===== config.mk =====
export PLATFORM = sky130hd
export DESIGN_NAME = udp_recv
export DESIGN_NICKNAME = d
export VERILOG_FILES = /design/src/rtl/udp_recv.sv
export SDC_FILE = /design/constraint.sdc
export NUM_CORES = 1
export LEC_CHECK = 0
export ABC_AREA = 1
export BUFFER_PORTS_ARGS = -buffer_cell sky130_fd_sc_hd__buf_2
export CORE_AREA = 2 2 88 107
export DETAILED_ROUTE_END_ITERATION = 10
export DIE_AREA = 0 0 90 109
export GPL_ROUTABILITY_DRIVEN = 0
export MAX_ROUTING_LAYER = met4
export PLACE_DENSITY_LB_ADDON = 0.05
export SYNTH_ARGS = -nofsm -noshare
export SYNTH_HDL_FRONTEND = slang
export SYNTH_SLANG_ARGS = --single-unit

===== constraint.sdc =====
create_clock -name clock -period 4.8 [get_ports clock]
set_input_delay 0.72 -clock clock [delete_from_list [all_inputs] [get_ports clock]]
set_output_delay 0.72 -clock clock [all_outputs]
set_load 0.05 [all_outputs]

===== src/rtl/udp_recv.sv =====
// udp_recv: UDP header parser on the receive path, downstream of the IPv4 stage.
// Consumes the IP payload byte stream, captures source port, destination port
// and payload length from the 8-byte UDP header, and qualifies the UDP payload
// bytes (active/last) with zero latency. Trailing Ethernet padding is ignored.
//
// Optional feature: define UDP_PORT_FILTER_EN to accept only destination ports
// in [PORT_BASE, PORT_BASE+PORT_COUNT). Rejected packets still update the
// registered port outputs but never flag payload bytes active.
//
// Handshake: rx_enable is a qualifier, not a valid/ready pair. Every clock with
// rx_enable high carries one byte on data; there is no backpressure. active is
// high exactly when that byte is a UDP payload byte, last marks the final one.
// A packet whose payload ends without last must be treated as aborted.
module udp_recv #(
  parameter logic [15:0] PORT_BASE  = 16'd1024,
  parameter logic [15:0] PORT_COUNT = 16'd16
) (
  input  logic        clock,
  input  logic        reset_n,
  input  logic        rx_enable,
  input  logic [7:0]  data,
  output logic        active,
  output logic        last,
  output logic [15:0] remote_port,
  output logic [15:0] to_port,
  output logic [15:0] payload_len
);

  localparam logic [1:0] ST_IDLE    = 2'd0;
  localparam logic [1:0] ST_HEADER  = 2'd1;
  localparam logic [1:0] ST_PAYLOAD = 2'd2;
  localparam logic [1:0] ST_DONE    = 2'd3;

  // FSM state; kept as a named signal so checkers can bind to it directly.
  logic [1:0]  state;
  logic [15:0] byte_no;
  logic [15:0] temp_src;
  logic [15:0] temp_dst;
  logic [15:0] temp_len;
  // Set by reset so a packet already in flight when reset releases is skipped;
  // cleared by the first rx_enable low.
  logic        need_gap;
  logic        port_ok;
  logic        len_empty;

  // A UDP length of 8 or less carries no payload; smaller values are malformed
  // and must not wrap payload_len.
  assign len_empty = (temp_len <= 16'd8);

`ifdef UDP_PORT_FILTER_EN
  // Window compare done in 17 bits so PORT_BASE+PORT_COUNT cannot wrap.
  assign port_ok = ({1'b0, temp_dst} >= {1'b0, PORT_BASE}) &&
                   ({1'b0, temp_dst} <  ({1'b0, PORT_BASE} + {1'b0, PORT_COUNT}));
`else
  logic unused_filter_params;
  assign unused_filter_params = ^{PORT_BASE, PORT_COUNT};
  assign port_ok = 1'b1;
`endif

  // Payload qualifiers decode from state and rx_enable with no register stage.
  always_comb begin
    active = rx_enable && (state == ST_PAYLOAD);
    last   = active && (byte_no == payload_len);
  end

  // Header capture, byte counting and packet-phase sequencing.
  always_ff @(posedge clock or negedge reset_n) begin
    if (!reset_n) begin
      state       <= ST_IDLE;
      byte_no     <= 16'd0;
      temp_src    <= 16'd0;
      temp_dst    <= 16'd0;
      temp_len    <= 16'd0;
      remote_port <= 16'd0;
      to_port     <= 16'd0;
      payload_len <= 16'd0;
      need_gap    <= 1'b1;
    end else if (!rx_enable) begin
      // Any gap ends the packet; registered header fields hold their values.
      state    <= ST_IDLE;
      byte_no  <= 16'd0;
      need_gap <= 1'b0;
    end else begin
      case (state)
        ST_IDLE: begin
          if (!need_gap) begin
            temp_src[15:8] <= data;
            byte_no        <= 16'd1;
            state          <= ST_HEADER;
          end
        end

        ST_HEADER: begin
          byte_no <= byte_no + 16'd1;
          case (byte_no)
            16'd1: temp_src[7:0]  <= data;
            16'd2: temp_dst[15:8] <= data;
            16'd3: temp_dst[7:0]  <= data;
            16'd4: temp_len[15:8] <= data;
            16'd5: temp_len[7:0]  <= data;
            16'd6: ; // checksum high byte, not verified
            16'd7: begin
              // Checksum low byte: publish the header so it is stable before
              // the first payload byte is flagged.
              remote_port <= temp_src;
              to_port     <= temp_dst;
              if (len_empty) begin
                payload_len <= 16'd0;
                state       <= ST_DONE;
              end else begin
                payload_len <= temp_len - 16'd8;
                byte_no     <= 16'd1;
                state       <= port_ok ? ST_PAYLOAD : ST_DONE;
              end
            end
            default: state <= ST_DONE;
          endcase
        end

        ST_PAYLOAD: begin
          byte_no <= byte_no + 16'd1;
          if (byte_no == payload_len) begin
            state <= ST_DONE;
          end
        end

        // Absorb padding and trailing bytes until the IP stage drops rx_enable.
        ST_DONE: state <= ST_DONE;

        default: state <= ST_IDLE;
      endcase
    end
  end

endmodule


==> flow_metrics.py <==
metrics = {
    "sta": {
        "finalSetupViolCount": 0,
        "fin_crit_ps": 3131,
        "fmax_ghz": 0.3193,
        "finalCritPeriodShare": 0.6524,
        "relSlewSlack": 0.2968,
        "worst_pin_slew_ps": 1055,
        "fin_skew_ps": 7.560,
        "setup_tns_ps": 0,
        "timing.final.ws_setup_ps": 1669,
        "hold_violations": 0,
        "slew_violations": 0,
        "rsz0062_at_grt": "no",
    },
    "worst_setup_path": {
        "critPathSlowestCell": "nor3_4",
        "crit_path_frequent_cell": "inv_1",
        "crit_path_end_kind": "register",
        "critPathBufInv": 2,
        "worstSetupPathType": "reg -> reg",
        "worstPathArrival_ps": 3520,
        "crit_family": "simple AND/OR/NAND/NOR gates",
        "worst_path_largest_cell_delay_ps": 850,
        "crit_required_ps": 5180,
        "worstSetupStartpointType": "register",
        "cp_cell_sequence": "ha_1, inv_1, nor2_1, nand3_1, nor3_4, inv_1, nand2_1, o21ai_0",
        "cp_max_fo": 33,
    },
    "clock_tree": {
        "cts_tree": "done",
        "cts_hold_buffers": 0,
        "cts-buffers-inserted": 17,
        "cts_resized": 0,
        "cts_setup_buffers": 0,
        "h-tree-depth": 4,
        "path_clk_slew_ps": 60,
        "clock-sinks": 115,
        "clk_path_buf_depth": 2,
        "insertion_delay_ps": 510,
        "cts_root_buffer": "clkbuf_8",
    },
    "global_routing": {
        "top_usage_layer": "met2",
        "grt_pass1_wl_um": 20750,
        "grt_max_degree": 85,
        "met1_usage": 0.3405,
        "antenna_found_initial": 0,
        "use_met3": 0.05390,
        "track_usage": 0.2805,
        "global_route.overflow_total": 0,
        "use_met2": 0.4699,
        "first_global_vias": 4333,
    },
    "min_path": {
        "holdCritPathClass": "in -> async",
    },
    "cells_and_area": {
        "layout-drive-gt1-share": 0.1321,
        "final_nets": 764,
        "antennaDiodeCount": 0,
        "final_cells": 877,
        "postLayoutCellArea_um2": 6385,
        "fillCellCount": 720,
        "area_growth_pct": 17.74,
    },
    "floorplanning": {
        "initial_core_util": 0.6132,
        "ios": 61,
        "core_area_um2": 8843,
        "rows": 38,
        "die_x_um": 90,
        "die_area_um2": 9810,
        "die_h_um": 109,
    },
    "pwr": {
        "seqPwrFrac": 0.423,
        "internal-power_mw": 1.996,
        "switching_share": 0.2958,
        "p_sw_mw": 0.8384,
        "leakage_nw": 3.349,
        "peakVddDrop_mv": 0.2906,
        "pwr-share-comb": 0.145,
        "clkPwrFrac": 0.432,
        "p_per_area_nw_per_um2": 443.9,
    },
    "detailed_routing": {
        "vias_per_cell": 5.257,
        "detail-route-antenna-nets": 0,
        "firstDrtPassIters": 5,
        "drt-initial-drc-count": 275,
        "drcViolationCount": 0,
        "vias": 4610,
        "wl_per_cell_um": 14.42,
        "wl_um": 12650,
    },
    "yosys": {
        "postSynthAreaPerCell_um2": 7.975,
        "syn_nets": 700,
        "synth_area_leader_cell": "dfrtp_1",
        "syn_area_um2": 5423,
        "synth.top_cell.area_share": 0.5261,
        "syn_inst": 680,
        "synth_seq_cells": 115,
        "synthTopCellsByArea": "dfrtp_1 53%, nand2_1 18%, o21ai_0 5.3%",
        "yosys_warnings": 0,
        "synth_cell_types": 25,
        "ys_seq_area_frac": 0.5309,
    },
    "job": {
        "maxCapViolCount": 0,
    },
    "placed_design": {
        "io_buffers": 60,
        "dp_slack_ps": 1710,
        "dp_cells": 845,
        "placed_area_um2": 5802,
        "dp_hpwl_um": 8586,
    },
    "run_status": {
        "status": "complete, no violations",
    },
}
state kept, by name (all words and copies together) (netlist names):
signal / flops
byte_no: 16
need_gap: 1
temp_src: 16
temp_dst: 16
to_port: 16
remote_port: 16
state: 2
payload_len: 16
temp_len: 16
routing by layer:
metal  vias to the layer above  share of wire
met5                         -              0
met4                         0          0.025
met3                        21          0.043
met2                       135           0.50
met1                      2201           0.43
li1                       2253              -
metrics by stage:
stage | power (mW) | util | hold WS [ps]
after floorplan | 1.481 | - | 424.4
after global placement | 1.583 | 0.6561 | 450.3
after detailed placement | 1.608 | 0.6561 | 453.9
after CTS | 2.839 | 0.7220 | 424.7
after global routing | 2.969 | 0.7220 | 459.4
final | 2.834 | 0.7220 | 363.9
cells in the final DEF, fill, tap and decap left out, drive strengths merged:
cell,count
a21oi,3
and3,1
buf,62
bufinv,2
clkbuf,19
clkinv,4
clkinvlp,4
dfrtp,114
dfstp,1
ha,9
inv,78
nand2,256
nand3,25
nand4,4
nor2,66
nor3,8
nor4,2
o21a,3
o21ai,57
o22ai,18
xnor2,1
xor2,20
synth_stat cells (all sizes together):
master	number
o21ai	57
o22ai	18
and3	1
a21oi	3
xor2	20
dfstp	1
nand4	4
nor4	2
nor2	66
clkbuf	4
o21a	3
nor3	8
buf	13
dfrtp	114
xnor2	1
inv	75
nand3	25
ha	9
nand2	256
worst reg2reg max path: stages, from the launching register on:
cell and delay [ps]:
dfrtp_1 430, ha_1 270, inv_1 90, nor2_1 120, nand3_1 160, nor3_4 850
inv_1 770, nand2_1 210, o21ai_0 100
path summary, 6_finish.rpt:
kind	from	endpoint	slack, ps	cells after the start
worst min-delay path	reset_n	byte_no[15]	360	1
worst max-delay path	byte_no[1]	payload_len[15]	1670	8
worst max register to register	byte_no[1]	payload_len[15]	1670	8
worst min register to register	remote_port[2]	remote_port[2]	470	2
min in group clock	data[7]	temp_len[15]	440	3
max in group asynchronous	reset_n	temp_len[1]	3410	2
logic make-up (layout without fill, tap and decap cells):
kind of cell	Yosys count	count (layout)	share of synthesized area
flops	115	115	0.5309
fa+ha+maj	9	9	0.02077
simple gates	362	362	0.2647
xor+xnor	21	21	0.03392
compound gates	81	81	0.08029
buf+inv	92	169	0.06945
final cells by class:
type | instances | area [um^2] | share of cell area
clock buffers | 19 | 431.7 | 0.06761
clock inverters | 13 | 151.4 | 0.02371
inverters | 75 | 281.5 | 0.04409
multi-input cells | 473 | 2173 | 0.3404
flip-flops and latches | 115 | 2879 | 0.4509
well taps | 120 | 150.1 | 0.02352
repair buffers | 62 | 317.8 | 0.04977
power by group through the flow:
stage	sequential, mW	clock, mW	combinational [mW]
floorplan	1.19	0	0.294
finish	1.20	1.22	0.412
global route	1.21	1.28	0.473
global placement	1.20	0	0.381
detailed placement	1.21	0	0.400
CTS	1.20	1.23	0.410
No activity file was read; power rests on OpenSTA's default activity.
